--- config.mk ---
export PLATFORM = sky130hd
export DESIGN_NAME = serial_adder_sequencer
export DESIGN_NICKNAME = d
export VERILOG_FILES = /design/src/rtl/serial_adder_sequencer.sv
export SDC_FILE = /design/constraint.sdc
export NUM_CORES = 1
export LEC_CHECK = 0
export ABC_CLOCK_PERIOD_IN_PS = 4000
export CAP_MARGIN = 20
export CORE_MARGIN = 2
export CORE_UTILIZATION = 50
export DETAILED_ROUTE_END_ITERATION = 8
export GPL_ROUTABILITY_DRIVEN = 0
export GPL_TIMING_DRIVEN = 0
export PLACE_DENSITY_LB_ADDON = 0.08
export SLEW_MARGIN = 30
export SYNTH_ARGS = -nofsm -noshare
export SYNTH_HDL_FRONTEND = slang
export SYNTH_SLANG_ARGS = --single-unit
--- constraint.sdc ---
create_clock -name clk -period 4 [get_ports clk]
set_input_delay 0.4 -clock clk [delete_from_list [all_inputs] [get_ports clk]]
set_output_delay 0.4 -clock clk [all_outputs]
set_load 0.02 [all_outputs]
--- src/rtl/serial_adder_sequencer.sv ---
// serial_adder_sequencer
//   Adds two WIDTH-bit operands by stepping an external combinational
//   two-bit full adder one 2-bit slice per clock, least significant slice
//   first. Each slice's carry-out is registered and returned as the next
//   slice's carry-in. The finished sum is assembled in a result register.
//
// Ports
//   clk, rst_n      clock (rising edge), asynchronous active-low reset
//   start           request, sampled only while idle
//   op_a, op_b, cin operands, captured on the accepting edge
//   busy            high whenever the sequencer is not idle
//   done            one-cycle pulse, result/cout valid
//   result, cout    (op_a + op_b + cin) split into sum and carry, held until next accept
//   add_a, add_b    current 2-bit operand slices to the external adder
//   add_cin         running carry to the external adder
//   add_sum         sum returned by the external adder
//   add_cout        carry returned by the external adder
module serial_adder_sequencer #(
  parameter int unsigned WIDTH = 8
) (
  input  logic             clk,
  input  logic             rst_n,
  input  logic             start,
  input  logic [WIDTH-1:0] op_a,
  input  logic [WIDTH-1:0] op_b,
  input  logic             cin,
  output logic             busy,
  output logic             done,
  output logic [WIDTH-1:0] result,
  output logic             cout,
  output logic [1:0]       add_a,
  output logic [1:0]       add_b,
  output logic             add_cin,
  input  logic [1:0]       add_sum,
  input  logic             add_cout
);

  localparam int unsigned N     = WIDTH / 2;
  localparam int unsigned IDX_W = (N > 1) ? $clog2(N) : 1;

  localparam logic [1:0] IDLE = 2'd0;
  localparam logic [1:0] RUN  = 2'd1;
  localparam logic [1:0] DONE = 2'd2;

  localparam logic [IDX_W-1:0] LAST_IDX = IDX_W'(N - 1);

  // Reject odd or too-small widths at elaboration.
  if ((WIDTH < 2) || ((WIDTH % 2) != 0)) begin : g_bad_width
    $error("serial_adder_sequencer: WIDTH must be even and >= 2");
  end

  logic [1:0]       state_q,  state_d;
  logic [IDX_W-1:0] idx_q,    idx_d;
  logic [WIDTH-1:0] a_q,      a_d;
  logic [WIDTH-1:0] b_q,      b_d;
  logic             carry_q,  carry_d;
  logic [WIDTH-1:0] result_q, result_d;
  logic             cout_q,   cout_d;
  logic             busy_q,   busy_d;
  logic             done_q,   done_d;
  logic [1:0]       add_a_q,  add_a_d;
  logic [1:0]       add_b_q,  add_b_d;

  // State and datapath registers.
  always_ff @(posedge clk or negedge rst_n) begin
    if (!rst_n) begin
      state_q  <= IDLE;
      idx_q    <= '0;
      a_q      <= '0;
      b_q      <= '0;
      carry_q  <= 1'b0;
      result_q <= '0;
      cout_q   <= 1'b0;
      busy_q   <= 1'b0;
      done_q   <= 1'b0;
      add_a_q  <= 2'b00;
      add_b_q  <= 2'b00;
    end else begin
      state_q  <= state_d;
      idx_q    <= idx_d;
      a_q      <= a_d;
      b_q      <= b_d;
      carry_q  <= carry_d;
      result_q <= result_d;
      cout_q   <= cout_d;
      busy_q   <= busy_d;
      done_q   <= done_d;
      add_a_q  <= add_a_d;
      add_b_q  <= add_b_d;
    end
  end

  // Next-state and next-output logic. Adder-facing slices are produced one
  // cycle ahead so that add_a/add_b/add_cin come straight from flops.
  always_comb begin
    state_d  = state_q;
    idx_d    = idx_q;
    a_d      = a_q;
    b_d      = b_q;
    carry_d  = carry_q;
    result_d = result_q;
    cout_d   = cout_q;
    done_d   = 1'b0;
    add_a_d  = add_a_q;
    add_b_d  = add_b_q;

    case (state_q)
      IDLE: begin
        if (start) begin
          a_d      = op_a;
          b_d      = op_b;
          carry_d  = cin;
          idx_d    = '0;
          result_d = '0;
          add_a_d  = op_a[1:0];
          add_b_d  = op_b[1:0];
          state_d  = RUN;
        end
      end
      RUN: begin
        result_d[{idx_q, 1'b0} +: 2] = add_sum;
        if (idx_q == LAST_IDX) begin
          // Final slice: publish carry, park the adder inputs at zero.
          cout_d  = add_cout;
          done_d  = 1'b1;
          carry_d = 1'b0;
          idx_d   = '0;
          add_a_d = 2'b00;
          add_b_d = 2'b00;
          state_d = DONE;
        end else begin
          carry_d = add_cout;
          idx_d   = idx_q + IDX_W'(1);
          add_a_d = a_q[{idx_d, 1'b0} +: 2];
          add_b_d = b_q[{idx_d, 1'b0} +: 2];
        end
      end
      DONE: begin
        state_d = IDLE;
      end
      default: begin
        state_d = IDLE;
      end
    endcase

    busy_d = (state_d != IDLE);
  end

  assign busy    = busy_q;
  assign done    = done_q;
  assign result  = result_q;
  assign cout    = cout_q;
  assign add_a   = add_a_q;
  assign add_b   = add_b_q;
  assign add_cin = carry_q;

endmodule

* After elaboration in Yosys (flattened, before gate mapping)
Cells that the tools add are included.
** Operators by class
- Eq/ne operators :: 3
- Muxes and demuxes :: 20
- $add $sub $neg :: 2
- Shift-type cells :: 4
- Reduce and logical (&&, ||, !) cells :: 6
** Operators by type and width (count)
- $mux W2 :: 8
- $pmux W2 S2 :: 4
- $pmux W8 S2 :: 1
- $shiftx A8 B4 Y2 :: 2
- $bwmux W8 :: 1
- $mux W8 :: 1
- $shift A2 B5 Y8 const A :: 1
- $shiftx A2 B5 Y8 :: 1
- $reduce_and A2 Y1 :: 3
- $neg A3 Y5 :: 1
- $mux W1 :: 4
- $reduce_bool A2 Y1 :: 2
- $add A2 B1 Y2 const B :: 1
- $eq A2 B1 Y1 const B :: 1
- $eq A2 B2 Y1 const B :: 1
- $logic_not A2 Y1 :: 1
- $ne A2 B2 Y1 const B :: 1
- $pmux W1 S2 :: 1
** Word-level totals
- Logic and storage cells :: 46
- Bits of input ports :: 23
- Register bits after elaboration :: 36
- Output and inout port bits :: 16

* Longest topological paths before layout
- Depth in word-level cells :: 4
- Mapped depth :: 7
- Mapped depth without buffers :: 5

* Least setup slack after synthesis
OpenSTA, ideal clock, no wires.
- Path kind :: register to register
- Start :: register idx_q[0]
- End :: register add_a_q[0] (netlist: add_a[0])
- Cell stages (with the launch flop) :: 8
- Path buffers :: 2
- Slack :: 2.187 ns
- Setup time :: 0.124 ns
- Period minus slack after synthesis :: 1.813 ns
- Data arrival time :: 1.688 ns
- Required time :: 3.876 ns
- Cells stage by stage :: dfrtp_1 -> buf_4 -> inv_1 -> ha_1 -> clkbuf_1 -> mux4_2 -> nand2_1 -> nand3_1
** On the way
- Word-level cells in the longest chain between the ends :: 4
- Elaborated cells on any way between the ends :: 5
- Those cells by class :: 1 x add/sub; 1 x eq/ne; 1 x shift; 2 x mux
** RTL lines
- from (decl) :: line 53 : logic [IDX_W-1:0] idx_q, idx_d;
- from (signal assigned) :: line 80 : idx_q <= idx_d;
- $add A2 B1 Y2 :: line 133 : idx_d = idx_q + IDX_W'(1);
- $shiftx A8 B4 Y2 :: line 134 : add_a_d = a_q[{idx_d, 1'b0} +: 2];
- $mux W2 * :: line 122 : if (idx_q == LAST_IDX) begin
- $pmux W2 S2 * :: line 107 : case (state_q)
- to (signal assigned) :: line 76 : add_a_q <= 2'b00;
- to (signal assigned) :: line 88 : add_a_q <= add_a_d;
- to (decl) :: line 61 : logic [1:0] add_a_q, add_a_d;
Mark *: on every way between the ends. The rest lies on a longest branch, timed or not.
A chain may end at the register's enable or synchronous reset.

* Worst setup path after layout
- Start :: register idx_q[0]
- End :: register add_a_q[1] (netlist: add_a[1])
Same word-level chain as after synthesis.

==> metrics list <==
- TritonCTS Sinks: 36
- Largest family of logic cells by synthesized area: simple AND/OR/NAND/NOR gates
* Fin crit period: between 2000 and 2500 ps
- In this run, synthesis produced a sequential element count of 36.
- The total area inside the core boundary comes to between 3000 and 4000 µm².
- In this run the power density over the cells is between 700 and 800 nW/µm².
- Internal Pwr Total: about 0.95 mW
* Total inserted antenna cells: 0
- Initial core utilization: ~53%
- Number of gates on the worst path with buffers counted: 7
* Highest fanout seen on the critical path: 10
- TritonCTS clock tree: built
* Number of buffers inserted during clock tree synthesis: 5
- The initialized floorplan defines 20 standard-cell rows.
- The final hold violation count is 0.
- Max-cap violations in this run came to 0.
* Most common flop cell mapped by yosys: sky130_fd_sc_hd__dfrtp_1
- Synthesized instance count: about 160
- The synthesized design contains 0 enable-type register cells.
* Fraction of synthesized cell area in xor and xnor cells: 0%
* IO Count: 39
* Post-synthesis mux area share: about 6.9%
- Floorplan die area: ~3700 µm²
- In the final design database the tool counted roughly 230 nets.
- The detailed router finished its first iteration with 45 violations.
- The analysis attributes to net switching a power of ~0.6 mW.
- The area growth from synthesis to layout is 32.02%.
- After clock tree synthesis, the setup repair step added 0 buffers.
- Total via count in the routed design: 1267
* Global route overflow: 0
- The first detailed-routing pass ran for 4 iterations.
- Clock Tree Buf Depth: 2
- The first global-routing pass estimated about 5700 µm of wire.
* Portion of the clock cycle consumed by the worst path in the final layout: a little over half
- Placed wire-length estimate: about 2500 µm
- Unrepaired setup endpoints after global routing: no
- Of the synthesized area, sequential elements account for between 50 and 60%.
- Ranked by total cell area, the synthesized netlist is headed by sky130_fd_sc_hd__dfrtp_1 (56%), sky130_fd_sc_hd__nand2_1 (14%), sky130_fd_sc_hd__mux4_2 (5.6%).
- Worst slew margin relative to its limit: between 40% and 50%
- Hold slack final: approximately 450 ps
- Highest routed metal layer: met4
- FMAX: approximately 470 MHz
* Critical path, cell by cell: buf_4, inv_1, ha_1, clkbuf_1, mux4_2, nand2_1, nand3_1
- The commonest cells after synthesis are sky130_fd_sc_hd__nand2_1 (59), sky130_fd_sc_hd__dfrtp_1 (36), sky130_fd_sc_hd__ha_1 (6), sky130_fd_sc_hd__nand3_1 (6), sky130_fd_sc_hd__inv_1 (5).
- Synth Area in Simple Gates: 21.84%
- Of all flip-flops after synthesis, the portion carrying an async set or reset was 100.0%.
* Worst path bufs/invs: 3
- Post-synth design cell area: 1622 µm²
- Syn_nets: roughly 180
- Maximum level of the CTS H-tree: 2
* WL met2: approximately 1600 µm
- Among cell families on the critical path, the largest total delay comes from buffers and inverters.
- Die width: around 61 µm
* R2R cell count: 7
* Final sum of negative setup slack: 0 ps
* Average size of a mapped cell: ~10 µm²
- CP max stage cell: sky130_fd_sc_hd__dfrtp_1
- Via count of the first global-routing pass: between 1k and 1.5k
- Clock power frac: 13.1%
* Element type at the critical path start: flop
- After detailed routing, the wire length on met1 is approximately 1500 µm.
* Setup Slack @ Placement: approximately 1900 ps
- The initial antenna violation count is 0.
- Maximum clock skew at final layout: about 4.5 ps
* Outcome: finished clean
- Crit path kind: reg -> reg
- For this block, the routed nets add up to around 3400 µm of wire.
* Clock-pin transition on the worst setup and hold timing paths: approximately 110 ps
* Root buffer cell: sky130_fd_sc_hd__clkbuf_4
- Summed over all nets, wire length on met3 after detailed routing comes to 191 µm.
* Area fraction of the dominant cell type after synthesis: 55.56%
- Input/output buffers: 38
* Data required time of the critical path: ~4200 ps
- Clock latency at the later pin of the worst-skew pair: ~340 ps
- Setup violations remaining at the end of the flow were counted as 0.
- Global router's overall resource usage: 22.27%
- Final routed DRC violation total: 0
- Summing the areas of all compound-gate instances in the mapped netlist gives 6.790% of the synthesized area.
- The synthesized netlist devotes 4.630% of its cell area to adder and majority cells.
* Final max-slew violation count: 0
- Setup slack closes at 1870 ps.
* Vias per Instance: approximately 5.1
- Count leader, synth: sky130_fd_sc_hd__nand2_1
* Combinational fraction of design power: a little under half
* Die Y: a little over 60 µm
- Switching power as a share of total power: approximately 39%
* Count of cell types in the netlist: 29
* Worst hold path class: in -> async
* Routed wire per std cell: between 10 and 15 µm
- Largest net degree at the start of global routing: 28
- Of the cells placed in the final design, the portion with a size suffix greater than 1 is 9.852%.
- Critical path data arrival time: ~2400 ps
- IR analysis of the VDD net gives a maximum drop of 0.3382 mV.
* Pin slew with the least headroom to its limit: ~790 ps
* Longest individual stage delay on the worst path: 430 ps
- The biggest area contributor in the post-synthesis netlist is sky130_fd_sc_hd__dfrtp_1.
* Post-route antenna net violation count: 0
* Warnings from Yosys: 0
* Part of the power in registers: between 30 and 40%
- In this run the static leakage power is around 1.0 nW.
- Type of element capturing the critical path: flop
## final cells by class
class,count,area [µm²]
Fill cell,264,937.1
Multi-Input combinational cell,107,650.6
Inverter,5,18.77
Clock buffer,8,58.81
Tap cell,44,55.05
Sequential cell,36,900.9
Buffer,7,51.30
Timing Repair Buffer,40,405.4
## sequential cells by signal (all words and copies together) (netlist names)
register and count:
state_q 2, done 1, busy 1, cout 1, b_q 8, result 8
add_b 2, add_cin 1, a_q 8, add_a 2, idx_q 2
## per-stage QoR
step	utilization (%)	instance area, µm²	total power, mW	std cells
floorplan	-	1622	1.091	155
global placement	66.83	2057	1.324	237
detailed placement	67.32	2072	1.356	238
CTS	69.55	2141	1.560	247
global route	69.55	2141	1.676	247
finish	69.55	2141	1.548	247
## layer usage
metal	up-vias	global-route usage [%]
met5	-	0
met2	36	38.25
met3	10	4.904
met1	604	26.81
met4	0	9.938
li1	617	-
## placed cells by master (no fill, tap or decap), types with 3 or more instances in the layout
| master | synthesis | layout |
|---|---|---|
| sky130_fd_sc_hd__clkbuf_4 | 0 | 5 |
| sky130_fd_sc_hd__nand2_1 | 59 | 59 |
| sky130_fd_sc_hd__ha_1 | 6 | 6 |
| sky130_fd_sc_hd__buf_2 | 2 | 3 |
| sky130_fd_sc_hd__nand3_1 | 6 | 6 |
| sky130_fd_sc_hd__o21ai_0 | 3 | 3 |
| sky130_fd_sc_hd__dfrtp_1 | 36 | 36 |
| sky130_fd_sc_hd__a22o_1 | 4 | 4 |
| sky130_fd_sc_hd__a21oi_1 | 3 | 3 |
| sky130_fd_sc_hd__clkdlybuf4s50_1 | 0 | 37 |
| sky130_fd_sc_hd__mux4_2 | 4 | 4 |
| sky130_fd_sc_hd__clkbuf_1 | 1 | 3 |
| sky130_fd_sc_hd__inv_1 | 5 | 5 |
## worst paths after layout
| check | start | to | slack, ps |
|---|---|---|---|
| worst max-delay path | idx_q[0] | add_a[1] | 1870 |
| worst min-delay path | rst_n | b_q[7] | 450 |
| worst max register to register | idx_q[0] | add_a[1] | 1870 |
| worst min register to register | a_q[6] | a_q[6] | 480 |
| max in group asynchronous | rst_n | cout | 3140 |
| min in group clk | a_q[6] | a_q[6] | 480 |
## timing repair
action                    4_1_cts  5_1_grt
gates resized for setup         0        0
hold buffers                    1        0
hold endpoints to repair        9        0
## kinds of logic (layout without fill, tap and decap cells)
kind of cell,count (synthesis),after routing
multiplexers,6,6
AO/OA/AOI/OAI,15,15
buffers and inverters,12,60
adder cells (fa/ha/maj),6,6
flip-flops,36,36
AND/OR/NAND/NOR,80,80
## worst reg2reg max path, delay by kind of cell (launching register included)
family / cells / cell delay (ps)
buf+inv: 3 / 760
flops: 1 / 430
mux: 1 / 370
fa+ha+maj: 1 / 320
simple gates: 2 / 140
## power by group through the flow
stage	combinational [mW]	sequential [mW]	clock (mW)
floorplan	0.432	0.659	0
finish	0.740	0.604	0.204
global route	0.827	0.629	0.220
global placement	0.722	0.602	0
detailed placement	0.744	0.611	0
CTS	0.749	0.605	0.205
(Power assumes the default switching activity.)
